`config.mk`:
```
export PLATFORM = sky130hd
export DESIGN_NAME = usb_ep_router_flat
export DESIGN_NICKNAME = d
export VERILOG_FILES = /design/src/rtl/usb_ep_router_if.sv /design/src/rtl/usb_ep_router.sv /design/src/flat_wrapper.sv
export SDC_FILE = /design/constraint.sdc
export NUM_CORES = 1
export LEC_CHECK = 0
export ABC_AREA = 1
export BUFFER_PORTS_ARGS = -buffer_cell sky130_fd_sc_hd__buf_2
export CORE_MARGIN = 1.5
export CORE_UTILIZATION = 45
export DETAILED_ROUTE_END_ITERATION = 16
export PLACE_DENSITY = 0.82
export SETUP_SLACK_MARGIN = 0.1
export SYNTH_ARGS = -nofsm -noshare
export SYNTH_HDL_FRONTEND = slang
export SYNTH_SLANG_ARGS = --single-unit
```
`constraint.sdc`:
```
create_clock -name clk -period 2.1 [get_ports clk]
set_input_delay 0.63 -clock clk [delete_from_list [all_inputs] [get_ports clk]]
set_output_delay 0.63 -clock clk [all_outputs]
set_load 0.05 [all_outputs]
```
`src/rtl/usb_ep_router_if.sv`:
```
// ============================================================================
// usb_ep_router_if : engine token/handshake and CPU control-port signals
// Revision 1.0
// ============================================================================
`default_nettype none

interface usb_ep_router_if;
  logic        txn_start;
  logic [3:0]  txn_ep;
  logic        txn_dir_in;
  logic        txn_setup;
  logic        txn_end;
  logic        txn_success;
  logic [6:0]  txn_cnt;
  logic        txn_toggle;
  logic [1:0]  txn_handshake;
  logic        txn_in_valid;
  logic [4:0]  cpu_addr;
  logic        cpu_wr_strobe;
  logic [15:0] cpu_wr_data;
  logic        cpu_wr_ready;
  logic [15:0] cpu_rd_data;

  modport master (
    output txn_start, txn_ep, txn_dir_in, txn_setup, txn_end, txn_success, txn_cnt,
    output cpu_addr, cpu_wr_strobe, cpu_wr_data,
    input  txn_toggle, txn_handshake, txn_in_valid, cpu_wr_ready, cpu_rd_data
  );

  modport slave (
    input  txn_start, txn_ep, txn_dir_in, txn_setup, txn_end, txn_success, txn_cnt,
    input  cpu_addr, cpu_wr_strobe, cpu_wr_data,
    output txn_toggle, txn_handshake, txn_in_valid, cpu_wr_ready, cpu_rd_data
  );
endinterface

`default_nettype wire

```
`src/rtl/usb_ep_router.sv`:
```
// ============================================================================
// usb_ep_router : routes transaction engine and CPU control port to endpoints
// Revision 1.0
// ============================================================================
`default_nettype none

module usb_ep_router #(
  parameter int NUM_EP = 4
) (
  input  wire logic                  clk,
  input  wire logic                  rst,
  usb_ep_router_if.slave             bus_if,
  output logic                       ep_dir_in_o,
  output logic                       ep_setup_o,
  output logic [6:0]                 ep_cnt_o,
  output logic [NUM_EP-1:0]          ep_success_o,
  input  wire logic [NUM_EP-1:0]     ep_toggle_i,
  input  wire logic [2*NUM_EP-1:0]   ep_handshake_i,
  input  wire logic [NUM_EP-1:0]     ep_in_data_valid_i,
  output logic [NUM_EP-1:0]          ep_ctrl_dir_in_o,
  output logic [NUM_EP-1:0]          ep_ctrl_wr_strobe_o,
  output logic [15:0]                ep_ctrl_wr_data_o,
  input  wire logic [16*NUM_EP-1:0]  ep_ctrl_rd_data_i
);

  localparam logic       c_ST_IDLE   = 1'b0;
  localparam logic       c_ST_ACTIVE = 1'b1;
  localparam logic [4:0] c_NUM_EP    = 5'(NUM_EP);

  logic        state_q, state_d;
  logic [3:0]  sel_ep_q;
  logic        sel_dir_q, sel_setup_q, sel_valid_q;

  logic        pend_valid_q;
  logic [4:0]  pend_addr_q;
  logic [15:0] pend_data_q;
  logic [NUM_EP-1:0] wr_stb_q;
  logic [15:0] wr_data_q;
  logic        wr_dir_q;

  logic        w_active, w_route;
  logic [3:0]  w_wr_tgt;
  logic        w_wr_in_range, w_wr_accept, w_wr_defer, w_wr_issue;
  logic [NUM_EP-1:0] w_wr_onehot, w_pend_onehot;

  // ---------------------------------------------------------------- FSM
  always_ff @(posedge clk) begin
    if (rst) begin
      state_q     <= c_ST_IDLE;
      sel_ep_q    <= 4'd0;
      sel_dir_q   <= 1'b0;
      sel_setup_q <= 1'b0;
      sel_valid_q <= 1'b0;
    end else begin
      state_q <= state_d;
      if (bus_if.txn_start) begin
        sel_ep_q    <= bus_if.txn_ep;
        sel_dir_q   <= bus_if.txn_dir_in;
        sel_setup_q <= bus_if.txn_setup;
        sel_valid_q <= ({1'b0, bus_if.txn_ep} < c_NUM_EP);
      end
    end
  end

  // A restart in ACTIVE wins over a coincident end: the new token is live.
  always_comb begin
    state_d = state_q;
    case (state_q)
      c_ST_IDLE:   if (bus_if.txn_start) state_d = c_ST_ACTIVE;
      c_ST_ACTIVE: begin
        if (bus_if.txn_start)    state_d = c_ST_ACTIVE;
        else if (bus_if.txn_end) state_d = c_ST_IDLE;
      end
      default:     state_d = c_ST_IDLE;
    endcase
  end

  assign w_active = (state_q == c_ST_ACTIVE);
  assign w_route  = w_active & sel_valid_q;

  always_comb begin
    bus_if.txn_toggle    = 1'b0;
    bus_if.txn_handshake = 2'b01;
    bus_if.txn_in_valid  = 1'b0;
    ep_success_o         = '0;
    ep_dir_in_o          = w_active & sel_dir_q;
    ep_setup_o           = w_active & sel_setup_q;
    for (int i = 0; i < NUM_EP; i++) begin
      if (w_route && (sel_ep_q == 4'(i))) begin
        bus_if.txn_toggle    = ep_toggle_i[i];
        bus_if.txn_handshake = ep_handshake_i[2*i +: 2];
        bus_if.txn_in_valid  = ep_in_data_valid_i[i];
        ep_success_o[i]      = bus_if.txn_end & bus_if.txn_success;
      end
    end
  end

  assign ep_cnt_o = bus_if.txn_cnt;

  // ---------------------------------------------------------------- CPU path
  assign w_wr_tgt      = bus_if.cpu_addr[4:1];
  assign w_wr_in_range = ({1'b0, w_wr_tgt} < c_NUM_EP);
  assign w_wr_accept   = bus_if.cpu_wr_strobe & bus_if.cpu_wr_ready;
  // Hold back writes aimed at the endpoint that is mid-transaction.
  assign w_wr_defer    = w_wr_accept & w_wr_in_range & w_route &
                         (w_wr_tgt == sel_ep_q) & ~bus_if.txn_end;
  assign w_wr_issue    = w_wr_accept & w_wr_in_range & ~w_wr_defer;

  generate
    for (genvar gi = 0; gi < NUM_EP; gi++) begin : g_ep
      assign w_wr_onehot[gi]      = (w_wr_tgt == 4'(gi));
      assign w_pend_onehot[gi]    = (pend_addr_q[4:1] == 4'(gi));
      assign ep_ctrl_dir_in_o[gi] = wr_stb_q[gi] ? wr_dir_q : bus_if.cpu_addr[0];
    end
  endgenerate

  always_ff @(posedge clk) begin
    if (rst) begin
      pend_valid_q <= 1'b0;
      pend_addr_q  <= 5'd0;
      pend_data_q  <= 16'd0;
      wr_stb_q     <= '0;
      wr_data_q    <= 16'd0;
      wr_dir_q     <= 1'b0;
    end else begin
      wr_stb_q <= '0;
      if (pend_valid_q && bus_if.txn_end) begin
        wr_stb_q     <= w_pend_onehot;
        wr_data_q    <= pend_data_q;
        wr_dir_q     <= pend_addr_q[0];
        pend_valid_q <= 1'b0;
      end else if (w_wr_issue) begin
        wr_stb_q  <= w_wr_onehot;
        wr_data_q <= bus_if.cpu_wr_data;
        wr_dir_q  <= bus_if.cpu_addr[0];
      end
      if (w_wr_defer) begin
        pend_valid_q <= 1'b1;
        pend_addr_q  <= bus_if.cpu_addr;
        pend_data_q  <= bus_if.cpu_wr_data;
      end
    end
  end

  assign bus_if.cpu_wr_ready = ~pend_valid_q;
  assign ep_ctrl_wr_strobe_o = wr_stb_q;
  assign ep_ctrl_wr_data_o   = wr_data_q;

  always_comb begin
    bus_if.cpu_rd_data = 16'd0;
    for (int i = 0; i < NUM_EP; i++) begin
      if (w_wr_tgt == 4'(i)) bus_if.cpu_rd_data = ep_ctrl_rd_data_i[16*i +: 16];
    end
  end

endmodule

`default_nettype wire

```
`src/flat_wrapper.sv`:
```
// flat-port wrapper written by rule: the top's interface ports become plain ports
module usb_ep_router_flat 
#(
  parameter int NUM_EP = 4
)
  (clk, rst, ep_dir_in_o, ep_setup_o, ep_cnt_o, ep_success_o, ep_toggle_i, ep_handshake_i, ep_in_data_valid_i, ep_ctrl_dir_in_o, ep_ctrl_wr_strobe_o, ep_ctrl_wr_data_o, ep_ctrl_rd_data_i, bus_if_txn_start, bus_if_txn_ep, bus_if_txn_dir_in, bus_if_txn_setup, bus_if_txn_end, bus_if_txn_success, bus_if_txn_cnt, bus_if_cpu_addr, bus_if_cpu_wr_strobe, bus_if_cpu_wr_data, bus_if_txn_toggle, bus_if_txn_handshake, bus_if_txn_in_valid, bus_if_cpu_wr_ready, bus_if_cpu_rd_data);
  usb_ep_router_if bus_if_i ();
  input  wire logic clk;
  input  wire logic rst;
  output logic ep_dir_in_o;
  output logic ep_setup_o;
  output logic [6:0] ep_cnt_o;
  output logic [NUM_EP-1:0] ep_success_o;
  input  wire logic [NUM_EP-1:0] ep_toggle_i;
  input  wire logic [2*NUM_EP-1:0] ep_handshake_i;
  input  wire logic [NUM_EP-1:0] ep_in_data_valid_i;
  output logic [NUM_EP-1:0] ep_ctrl_dir_in_o;
  output logic [NUM_EP-1:0] ep_ctrl_wr_strobe_o;
  output logic [15:0] ep_ctrl_wr_data_o;
  input  wire logic [16*NUM_EP-1:0] ep_ctrl_rd_data_i;
  input wire logic [$bits(bus_if_i.txn_start)-1:0] bus_if_txn_start;
  input wire logic [$bits(bus_if_i.txn_ep)-1:0] bus_if_txn_ep;
  input wire logic [$bits(bus_if_i.txn_dir_in)-1:0] bus_if_txn_dir_in;
  input wire logic [$bits(bus_if_i.txn_setup)-1:0] bus_if_txn_setup;
  input wire logic [$bits(bus_if_i.txn_end)-1:0] bus_if_txn_end;
  input wire logic [$bits(bus_if_i.txn_success)-1:0] bus_if_txn_success;
  input wire logic [$bits(bus_if_i.txn_cnt)-1:0] bus_if_txn_cnt;
  input wire logic [$bits(bus_if_i.cpu_addr)-1:0] bus_if_cpu_addr;
  input wire logic [$bits(bus_if_i.cpu_wr_strobe)-1:0] bus_if_cpu_wr_strobe;
  input wire logic [$bits(bus_if_i.cpu_wr_data)-1:0] bus_if_cpu_wr_data;
  output wire logic [$bits(bus_if_i.txn_toggle)-1:0] bus_if_txn_toggle;
  output wire logic [$bits(bus_if_i.txn_handshake)-1:0] bus_if_txn_handshake;
  output wire logic [$bits(bus_if_i.txn_in_valid)-1:0] bus_if_txn_in_valid;
  output wire logic [$bits(bus_if_i.cpu_wr_ready)-1:0] bus_if_cpu_wr_ready;
  output wire logic [$bits(bus_if_i.cpu_rd_data)-1:0] bus_if_cpu_rd_data;
  assign bus_if_i.txn_start = bus_if_txn_start;
  assign bus_if_i.txn_ep = bus_if_txn_ep;
  assign bus_if_i.txn_dir_in = bus_if_txn_dir_in;
  assign bus_if_i.txn_setup = bus_if_txn_setup;
  assign bus_if_i.txn_end = bus_if_txn_end;
  assign bus_if_i.txn_success = bus_if_txn_success;
  assign bus_if_i.txn_cnt = bus_if_txn_cnt;
  assign bus_if_i.cpu_addr = bus_if_cpu_addr;
  assign bus_if_i.cpu_wr_strobe = bus_if_cpu_wr_strobe;
  assign bus_if_i.cpu_wr_data = bus_if_cpu_wr_data;
  assign bus_if_txn_toggle = bus_if_i.txn_toggle;
  assign bus_if_txn_handshake = bus_if_i.txn_handshake;
  assign bus_if_txn_in_valid = bus_if_i.txn_in_valid;
  assign bus_if_cpu_wr_ready = bus_if_i.cpu_wr_ready;
  assign bus_if_cpu_rd_data = bus_if_i.cpu_rd_data;
  usb_ep_router #(.NUM_EP(NUM_EP)) u_core (.clk(clk), .rst(rst), .bus_if(bus_if_i), .ep_dir_in_o(ep_dir_in_o), .ep_setup_o(ep_setup_o), .ep_cnt_o(ep_cnt_o), .ep_success_o(ep_success_o), .ep_toggle_i(ep_toggle_i), .ep_handshake_i(ep_handshake_i), .ep_in_data_valid_i(ep_in_data_valid_i), .ep_ctrl_dir_in_o(ep_ctrl_dir_in_o), .ep_ctrl_wr_strobe_o(ep_ctrl_wr_strobe_o), .ep_ctrl_wr_data_o(ep_ctrl_wr_data_o), .ep_ctrl_rd_data_i(ep_ctrl_rd_data_i));
endmodule
```
# Word level (Yosys, flattened, before mapping)
# Index checks and enable logic that the tools add are counted.
# word_totals
ff_bits	51
romBits	0
mem_bits_rw	0
mem_count	0
out_inout_bits	58
latch_bits	0
word_cells	83
inputBits	120
# op_classes
n_addsub	0
mux	36
mul	0
bitwise_logic	14
n_shift	0
n_div	0
n_eq_ne	10
n_lt_le_gt_ge	2
n_reduce_logical	10
# ops
cell	n
16-bit two-way mux	6
4-bit by 2-bit == test with 1-bit output (second input constant)	6
1-bit two-way mux	23
4-bit by 1-bit == test with 1-bit output (second input constant)	3
4-bit zero test	3
1-bit bitwise AND	10
4-bit by 3-bit less-than comparator with 1-bit output (second input constant)	2
2-bit two-way mux	4
4-bit two-way mux	2
1-bit logical AND	5
4-bit == test	1
1-bit NOT	4
2-bit nonzero test	2
1-bit case mux with 2 select lines	1

# Depth between registers and ports, before layout
# Gate-level depths: netlist of run 1.
# logic_depth
word_depth	10
mapped_depth	10
ltp_nobuf	9

# Worst setup path before layout of run 1
# No wires, ideal clock.
# synth_timing
path_kind	reg2out
startpoint	register u_core.state_q
endpoint	output bus_if_txn_handshake[0]
n_path_buf	0
required_time_ps	1470
arrival_ps	1763
path_stages_with_launch	7
path_slack_ps	-293
path_cell_list	dfxtp_1 nand2_1 nor3_4 nand2_1 inv_1 nand2_1 a21oi_1
# synth_between
elab_chain_cells	6
elab_cells_between_ends	9
classes_between	mux: 4; bitwise: 1; reduce/logical: 4
# synth_rtl
element	line	text
start, declared	usb_ep_router.sv:30	logic state_q, state_d;
start signal, assigned	usb_ep_router.sv:49	state_q <= c_ST_IDLE;
start signal, assigned	usb_ep_router.sv:55	state_q <= state_d;
1-bit bitwise AND *	usb_ep_router.sv:79	assign w_route = w_active & sel_valid_q;
1-bit logical AND	usb_ep_router.sv:89	if (w_route && (sel_ep_q == 4'(i))) begin
2-bit two-way mux (3 in series)	usb_ep_router.sv:89	
2-bit two-way mux *	usb_ep_router.sv:89	
end, declared	flat_wrapper.sv:32	output wire logic [$bits(bus_if_i.txn_handshake)-1:0] bus_if_txn_handshake;
# Every way passes the cells marked *; elsewhere a longest branch is shown, timed or not.

# Final worst setup path of run 1
# layout_timing
startpoint	input bus_if_cpu_addr[3]
endpoint	output bus_if_cpu_rd_data[4]
# layout_between
elab_chain_cells	5
elab_cells_between_ends	8
classes_between	eq/ne: 3; mux: 4; reduce/logical: 1
# layout_rtl
element	line	text
start, declared	flat_wrapper.sv:28	input wire logic [$bits(bus_if_i.cpu_addr)-1:0] bus_if_cpu_addr;
4-bit zero test	usb_ep_router.sv:152	if (w_wr_tgt == 4'(i)) bus_if.cpu_rd_data = ep_ctrl_rd_data_i[16*i +: 16];
16-bit two-way mux (3 in series)	usb_ep_router.sv:152	
16-bit two-way mux *	usb_ep_router.sv:152	
end, declared	flat_wrapper.sv:35	output wire logic [$bits(bus_if_i.cpu_rd_data)-1:0] bus_if_cpu_rd_data;
# Marks and branches as above.

==> results of run 1 <==
## area by class of cell
cell class | instances | share of cell area, %
Clock inverter | 2 | 0.7547
Inverter | 63 | 5.364
Timing Repair Buffer | 203 | 28.87
Sequential cell | 51 | 22.10
Tap cell | 80 | 2.156
Clock buffer | 6 | 1.779
Multi-Input combinational cell | 370 | 38.98
## cell families (layout without fill, tap and decap cells)
kind of cell	Yosys count	after routing
AOI/OAI and AO/OA	55	55
and+or+nand+nor	313	314
buffers and inverters	98	274
xor gates and xnor gates	1	1
DFF	51	51
## stage by stage
step | worst slack, ns | TNS, ns | hold slack [ns]
2_1_floorplan | -0.1196 | -1.716 | 0.4323
3_3_place_gp | -0.2143 | -3.082 | 0.4437
3_5_place_dp | -0.2413 | -3.445 | 0.4457
4_1_cts | -0.1441 | -1.873 | 0.4596
5_1_grt | -0.2080 | -3.636 | 0.4793
6_report | -0.1705 | -2.370 | 0.4584
## registers in the layout, summed over array words and instances (netlist names)
name and count:
u_core.ep_ctrl_wr_strobe_o 4, u_core.ep_ctrl_wr_data_o 16, u_core.state_q 1, u_core.pend_valid_q 1, u_core.sel_valid_q 1, u_core.pend_addr_q 5
u_core.wr_dir_q 1, u_core.sel_dir_q 1, u_core.sel_setup_q 1, u_core.sel_ep_q 4, u_core.pend_data_q 16
## path summary, 6_finish.rpt
path                         startpoint                     endpoint  slack (ns)  cells after the start
hold reg to reg   u_core.pend_addr_q[3]        u_core.pend_addr_q[3]        0.46                      2
setup reg to reg     u_core.sel_ep_q[1]  u_core.ep_ctrl_wr_data_o[3]        0.51                     10
hold / removal    u_core.pend_addr_q[3]        u_core.pend_addr_q[3]        0.46                      2
setup / recovery     bus_if_cpu_addr[3]        bus_if_cpu_rd_data[4]       -0.17                      7
## critical path: stages
cell and delay [ns]:
buf_4 0.13, nor2_4 0.16, nand3_1 0.15, clkinv_4 0.16, nand2_1 0.08, nand4_1 0.14
buf_6 0.18
## placed cells by master (no fill, tap or decap)
cell       Yosys  routed
clkbuf_8       0       6
buf_12         0       4
buf_8          0       2
xor2_1         1       1
dfxtp_1       51      47
buf_2          7     137
buf_4          9      35
nor2_1        52      48
nand3_1       34      31
nand3_2        1       4
clkinv_2       0       1
a21oi_2        0       1
buf_6          5      25
inv_1         54      51
o21ai_0       27      23
nor2_2         6       3
nand4_1       31      31
nand2_1      164     150
clkinv_1       3       1
dfxtp_2        0       4
nor3_1        19      19
nor2_4         1       9
bufinv_16      0       1
o21ai_2        0       4
nand2_4        2       6
clkinv_4       0       2
inv_4          0       1
nor3_4         1       1
inv_2          6       8
nand2_2        2      12
a21oi_1       28      27
## report_power, final
part / switching [W] / leakage (nW) / internal (W)
Sequential: 0.0000165 / 0.416 / 0.000995
Clock: 0.000321 / 0.0612 / 0.000386
Combinational: 0.000365 / 1.99 / 0.000226
Total: 0.000703 / 2.47 / 0.00161
## metal layers
metal	track usage (%)	vias up	share of wire, %
li1	-	1996	-
met1	30.60	1710	40
met2	47.51	177	52
met3	4.095	26	6.0
met4	9.531	0	2.8
met5	0	-	0
## what timing repair did
| action | CTS | global route |
|---|---|---|
| setup endpoints to repair | 24 | 24 |
| gates cloned | 1 | 0 |
| pin swaps | 7 | 8 |
| gates resized for setup | 73 | 16 |
| buffers inserted | 5 | 5 |
| hold endpoints to repair | 0 | 0 |
==> flow_metrics.tcl, run 1 <==
set metrics [dict create \
    ys.warnings.count 0 \
    ys_ff_latch 51 \
    grt_overflow 0 \
    syn_nets 638 \
    dp.cells 756 \
    drt_iter0_markers 130 \
    rows 30 \
    setup_ws_ns -0.1705 \
    synth_simple_gate_area_share_pct 44.05 \
    grt_pass1_wl_um 15700 \
    power_w 0.002310 \
    clk_latency_ns 0.30 \
    cts.sink_count 51 \
    synth_top_area_share_pct 32.59 \
    maxClockFrequency_ghz 0.4404 \
    die_h_um 86.44 \
    synth-main-ff-cell "dfxtp_1" \
    min_period_ns 2.271 \
    finalHoldViolCount 0 \
    ios 178 \
    synth_cell_types 22 \
    cts_buffers 5 \
    worstPathArrival_ns 1.64 \
    synth-xor-area-share_pct 0.2796 \
    ctsHoldBuffers 0 \
    ys_seq_area_share_pct 32.59 \
    fin_util_pct 68.70 \
    cp-start-kind "primary input" \
    final_cells 775 \
    drt-pass1-iter-count 5 \
    synth_edf_count 0 \
    finalNetCount 814 \
    ir_drop_mv 0.2833 \
    drive_gt1_share_pct 38.27 \
    violations "setup timing" \
    status "finished, violations left" \
    drc_errors 0 \
    via_per_inst 5.044 \
    area_growth_pct 48.16 \
    antenna_found_initial 0 \
    postLayoutCellArea_um2 4642 \
    synth_area_leaders "dfxtp_1 33%, nand2_1 20%, inv_1 6.5%" \
    worstSetupEndpointType "primary output" \
    first_global_vias 3469 \
    synthAdderAreaFrac_pct 0 \
    setup_viol 21 \
    ant_nets 0 \
    slew_viol_final 0 \
    track_usage_pct 26.02 \
    cts_tree "built" \
    ff_latch_area_um2 1026 \
    nFillCells 552 \
    synth_top_family_by_area "simple AND/OR/NAND/NOR gates" \
    power_density_nw_per_um2 497.7 \
    start_util_pct 46.37 \
    multi_input_area_um2 1809 \
    clockBufferDepth 2 \
    path_class "in -> out" \
    dpl_cell_area_um2 4151 \
    synth.most_common_cell "nand2_1" \
    rsz0062_at_grt "yes" \
    synth.avg_cell_area_um2 6.048 \
    dieArea_um2 7472 \
    skew_ns 0.007839 \
    synth_area_um2 3133 \
    synthArstFlopShare_pct 0 \
    htreeDepth 2 \
    required_ns 1.47 \
    cp_max_fo 17 \
    timing.slew.headroom_pct 74.91 \
    syn_inst 518 \
    cts.clk_slew.worst_paths_ns 0.09 \
    drv_cap 0 \
    hold_class "reg -> reg" \
    fin_crit_sh_pct 108.1 \
    io_buffers 163 \
    worst_slew_pin_slew_ns 0.3755 \
    synthTopCellsByCount "164 x nand2_1, 54 x inv_1, 52 x nor2_1, 51 x dfxtp_1, 34 x nand3_1" \
    p_leak_nw 2.472 \
    routabilityCongestion 0.9249 \
    die_w_um 86.44 \
    routedWlPerCell_um 13.37 \
    synth-compound-area-share_pct 8.786 \
    clockRootBuffer "clkbuf_8" \
    antenna_cells 0 \
    synth_top_area_cell "dfxtp_1" \
    num_vias 3909 \
    wirelength_um 10360 \
    hpwl_um 7068 \
    grt_max_degree 48 \
    synth_mux_area_share_pct 0 \
    core_um2 6756 \
]
Note: power is estimated with default switching activity, not from simulation.
==> run 2, diff against run 1 <==
Settings changed: CELL_PAD_IN_SITES_DETAIL_PLACEMENT from default to 2, CELL_PAD_IN_SITES_GLOBAL_PLACEMENT from default to 2, CORE_UTILIZATION 45 to 21, PLACE_DENSITY 0.82 to default, PLACE_DENSITY_LB_ADDON from default to 0.1.
==> run 2 against run 1 <==
Net effect:
- the run still ends with setup timing left
- critical path depth grew 1
- count of clock-buffer cells in the layout grew 2
- power grew 7.0%
- maximum frequency grew 1.9%
- cell area grew 3.3%
- highest routed layer is now met5
==> flow_metrics.tcl, run 2 (synthesis gave the netlist of run 1 again) <==
set metrics [dict create \
    status "finished, violations left" \
    violations "setup timing" \
    io_buffers 163 \
    antenna_cells 0 \
    cp_slowest_cell "nor2_4" \
    required_ns 1.47 \
    cts_tree "built" \
    setup_ws_ns -0.1272 \
    power_density_nw_per_um2 515.8 \
    hpwl_um 9782 \
    core_um2 14530 \
    r2r.worst_path.cells 12 \
    grt_pass1_wl_um 21250 \
    p_sw_share_pct 30.23 \
    cts.clk_slew.worst_paths_ns 0.06 \
    ant_nets 0 \
    start_util_pct 21.56 \
    ios 178 \
    final_cells 874 \
    slew_viol_final 0 \
    die_w_um 125.1 \
    worst_path_largest_cell_delay_ns 0.16 \
    cp_max_fo 17 \
    maxClockFrequency_ghz 0.4490 \
    num_vias 3955 \
    final_common_cell "nand2_1" \
    p_int_w 0.001725 \
    min-delay-start "u_core.pend_addr_q[4]" \
    fin_crit_sh_pct 106.1 \
    drv_cap 0 \
    path_class "in -> out" \
    worstSetupEndpointType "primary output" \
    drt_iter0_markers 117 \
    ctsHoldBuffers 0 \
    via_per_inst 4.525 \
    cts.sink_count 51 \
    hold_depth 2 \
    rows 44 \
    rsz0062_at_grt "yes" \
    setup_tns_ns -1.690 \
    r2r-end "u_core.ep_ctrl_wr_data_o[0]" \
    setup_viol 17 \
    routedWlPerCell_um 14.65 \
    power_frac_clock_pct 35.3 \
    worst-r2r-setup-slack_ns 0.50 \
    cp-start-kind "primary input" \
    antenna_found_initial 1 \
    clockRootBuffer "clkbuf_16" \
    htreeDepth 2 \
    clk_latency_ns 0.29 \
    area_growth_pct 53.00 \
    dieArea_um2 15660 \
    hold_class "reg -> reg" \
    dp.cells 859 \
    drc_errors 0 \
    nFillCells 1811 \
    r2r-start "u_core.sel_ep_q[2]" \
    postLayoutCellArea_um2 4793 \
    finalHoldViolCount 0 \
    skew_ns 0.006484 \
    drive_gt1_share_pct 37.83 \
    clockBufferDepth 2 \
    wirelength_um 12800 \
    switchingPower_w 0.0007474 \
    pwr-share-comb_pct 23.8 \
    finalNetCount 809 \
    power_w 0.002472 \
    seq_power_share_pct 40.9 \
    dpl_cell_area_um2 4302 \
    routabilityCongestion 0.7338 \
    grt_max_degree 70 \
    drt-pass1-iter-count 4 \
    grt_overflow 0 \
    p_leak_nw 2.467 \
    crit_chain "buf_6, nor2_4, nand2_4, nor2_4, buf_12, nand2_1, nand4_1, buf_12" \
    ir_drop_mv 0.2529 \
    first_global_vias 4425 \
    cts_buffers 5 \
    hold_end "u_core.pend_addr_q[4]" \
    timing.slew.headroom_pct 79.15 \
    track_usage_pct 16.60 \
    worstPathArrival_ns 1.60 \
    die_h_um 125.1 \
    worst_slew_pin_slew_ns 0.3128 \
    layout_common_cells "150 x nand2_1, 137 x buf_2, 51 x inv_1" \
    min_period_ns 2.227 \
]
## run 2: changes by cell type in the layout (fill, tap and decap cells not counted), moves of 2 or more
cell       previous run  this run
buf_6                25        28
clkbuf_16             0         5
buf_4                35        27
nor2_4                9         7
clkbuf_8              6         2
## run 2: worst max-delay path, delay by kind of cell
family / cells / cell delay [ns]
buffers and inverters: 3 / 0.41
AND/OR/NAND/NOR: 5 / 0.55
## run 2: what timing repair did
action | CTS | global route
cloned | 1 | 0
pin swaps | 7 | 7
setup endpoints to repair | 24 | 24
gates resized for setup | 81 | 10
setup buffers | 4 | 2
## run 2: how the worst max path moves through the flow
stage / to / startpoint
after floorplan: bus_if_cpu_rd_data[11] / bus_if_cpu_addr[4]
after global placement: bus_if_cpu_rd_data[12] / bus_if_cpu_addr[4]
after detailed placement: bus_if_cpu_rd_data[8] / bus_if_cpu_addr[4]
after CTS: bus_if_cpu_rd_data[7] / bus_if_cpu_addr[3]
after global routing: bus_if_cpu_rd_data[12] / bus_if_cpu_addr[3]
final: bus_if_cpu_rd_data[7] / bus_if_cpu_addr[3]
## run 2: final cells by class
class | instances | area, um2 | area share, %
clock buffer | 8 | 156.4 | 3.263
timing repair buffer | 199 | 1334 | 27.83
inverter | 63 | 249.0 | 5.194
multi-input combinational | 369 | 1798 | 37.51
sequential | 51 | 1026 | 21.40
tap | 184 | 230.2 | 4.803
## run 2: per-stage QoR
step	worst slack [ns]	utilization (%)	hold slack, ns
5_1_grt	-0.1873	32.98	0.4988
3_5_place_dp	-0.2844	29.60	0.4582
4_1_cts	-0.1421	32.67	0.4704
6_report	-0.1272	32.98	0.4635
3_3_place_gp	-0.2596	29.60	0.4437
2_1_floorplan	-0.1196	-	0.4323
## run 2: metal layers
metal | vias to the layer above | part of all wire, % | global-route usage, %
met5 | - | 0.10 | 0
met3 | 11 | 7.0 | 4.621
met2 | 120 | 51 | 31.60
met1 | 1845 | 40 | 18.24
li1 | 1977 | - | -
met4 | 2 | 1.1 | 3.543
## run 2: power groups by stage
stage / sequential (W) / clock, W / combinational (W)
finish: 0.00101 / 0.000873 / 0.000588
global route: 0.00102 / 0.000946 / 0.000642
CTS: 0.00101 / 0.000910 / 0.000593
detailed placement: 0.00103 / 0 / 0.000548
global placement: 0.00103 / 0 / 0.000535
floorplan: 0.00109 / 0 / 0.000288
==> run 3, diff against run 2 <==
Settings changed: MAX_ROUTING_LAYER from default to met4.
==> run 3 against run 2 <==
Net effect:
- wire length fell by 0.13%
- the run still ends with setup timing left
- non-clock buffer count is the same
- count of clock-buffer cells in the layout is the same
- core utilization about the same
- final cell count grew 0.11%
- cell area is essentially flat
- clock power decreased by 0.5%
- critical path depth is the same
- highest routed layer is now met4
- first-iteration DRC count up 5.1%
==> flow_metrics.tcl, run 3 (synthesis gave the netlist of run 1 again) <==
set metrics [dict create \
    status "finished, violations left" \
    violations "setup timing" \
    rows 44 \
    finalNetCount 809 \
    switchingPower_w 0.0007443 \
    ir_drop_mv 0.2530 \
    cts.clk_slew.worst_paths_ns 0.06 \
    r2r-start "u_core.sel_ep_q[2]" \
    maxClockFrequency_ghz 0.4481 \
    power_frac_clock_pct 35.2 \
    cts.sink_count 51 \
    start_util_pct 21.56 \
    drt-pass1-iter-count 4 \
    cts_buffers 5 \
    drv_cap 0 \
    hold_end "u_core.pend_addr_q[4]" \
    worst-r2r-setup-slack_ns 0.49 \
    dieArea_um2 15660 \
    final_common_cell "nand2_1" \
    setup_viol 17 \
    drive_gt1_share_pct 37.83 \
    path_class "in -> out" \
    skew_ns 0.005821 \
    place_ws_ns -0.2844 \
    finalHoldViolCount 0 \
    grt_max_degree 70 \
    drc_errors 0 \
    worst_slew_pin_slew_ns 0.3217 \
    p_int_w 0.001725 \
    cp-start-kind "primary input" \
    p_leak_nw 2.467 \
    clockBufferDepth 2 \
    clockRootBuffer "clkbuf_16" \
    clk_latency_ns 0.29 \
    worstSetupEndpointType "primary output" \
    power_w 0.002469 \
    first_global_vias 4439 \
    power_density_nw_per_um2 514.8 \
    timing.slew.headroom_pct 78.55 \
    slew_viol_final 0 \
    seq_power_share_pct 40.9 \
    wirelength_um 12790 \
    p_sw_share_pct 30.15 \
    routabilityCongestion 0.7428 \
    die_h_um 125.1 \
    htreeDepth 2 \
    layout_common_cells "150 x nand2_1, 137 x buf_2, 51 x inv_1" \
    r2r.worst_path.cells 12 \
    hold_class "reg -> reg" \
    grt_pass1_wl_um 21190 \
    area_growth_pct 53.08 \
    grt_overflow 0 \
    routedWlPerCell_um 14.61 \
    min-delay-start "u_core.pend_addr_q[4]" \
    track_usage_pct 17.10 \
    die_w_um 125.1 \
    cp_max_fo 17 \
    r2r-end "u_core.ep_ctrl_wr_data_o[13]" \
    rsz0062_at_grt "yes" \
    setup_ws_ns -0.1317 \
    nFillCells 1811 \
    fin_crit_sh_pct 106.3 \
    pwr-share-comb_pct 23.8 \
    cts_tree "built" \
    core_um2 14530 \
    antenna_found_initial 1 \
    min_period_ns 2.232 \
    num_vias 3949 \
    hold_depth 2 \
    via_per_inst 4.513 \
    ios 178 \
    ant_nets 0 \
    required_ns 1.47 \
    worstPathArrival_ns 1.60 \
    drt_iter0_markers 123 \
    hpwl_um 9782 \
    io_buffers 163 \
]
-- run 3: area by class of cell --
class                   count  area [um2]  area share [%]
clock buffers               8       156.4           3.261
repair buffers            199        1334           27.81
inverters                  63       249.0           5.192
multi-input cells         369        1798           37.49
flip-flops and latches     51        1026           21.39
diodes                      1       2.502         0.05218
well taps                 184       230.2           4.800
-- run 3: metal layers --
| metal | global-route usage (%) | up-vias | share of wire [%] |
|---|---|---|---|
| met5 | - | - | 0 |
| met4 | 3.543 | 0 | 1.1 |
| met3 | 3.423 | 8 | 5.5 |
| met2 | 31.60 | 120 | 51 |
| met1 | 18.97 | 1843 | 42 |
| li1 | - | 1978 | - |
-- run 3: per-stage QoR --
stage / instance area [um2] / instances / hold WS, ns / util [%] / TNS, ns
finish: 4796 / 875 / 0.4693 / 33.00 / -1.697
global placement: 4302 / 859 / 0.4437 / 29.60 / -3.684
global route: 4796 / 875 / 0.4988 / 33.00 / -3.137
CTS: 4748 / 872 / 0.4704 / 32.67 / -1.908
floorplan: 3202 / 518 / 0.4323 / - / -1.716
detailed placement: 4302 / 859 / 0.4582 / 29.60 / -4.103
-- run 3: how the worst max path moves through the flow --
stage                     cells after the start                      to                from  slack (ns)
final                                         8   bus_if_cpu_rd_data[7]  bus_if_cpu_addr[3]       -0.13
after global routing                          8  bus_if_cpu_rd_data[12]  bus_if_cpu_addr[3]       -0.19
after CTS                                     8   bus_if_cpu_rd_data[7]  bus_if_cpu_addr[3]       -0.14
after detailed placement                      8   bus_if_cpu_rd_data[8]  bus_if_cpu_addr[4]       -0.28
after global placement                        8  bus_if_cpu_rd_data[12]  bus_if_cpu_addr[4]       -0.26
after floorplan                               6  bus_if_cpu_rd_data[11]  bus_if_cpu_addr[4]       -0.12
-- run 3: critical path: stages --
cell and delay (ns):
buf_6 0.10, nor2_4 0.16, nand2_4 0.09, nor2_4 0.10, buf_12 0.15, nand2_1 0.06
nand4_1 0.14, buf_12 0.16
-- run 3: what timing repair did --
item,in CTS,in global routing
setup buffers,4,2
setup endpoints to repair,24,24
hold buffers,0,0
pin swaps,7,7
resized for setup,81,10
cloned,1,0
-- run 3: power groups by stage --
| stage | registers, W | clock network (W) | logic [W] |
|---|---|---|---|
| after floorplan | 0.00109 | 0 | 0.000288 |
| after global placement | 0.00103 | 0 | 0.000535 |
| after detailed placement | 0.00103 | 0 | 0.000548 |
| after CTS | 0.00101 | 0.000910 | 0.000593 |
| after global routing | 0.00102 | 0.000946 | 0.000642 |
| final | 0.00101 | 0.000869 | 0.000589 |
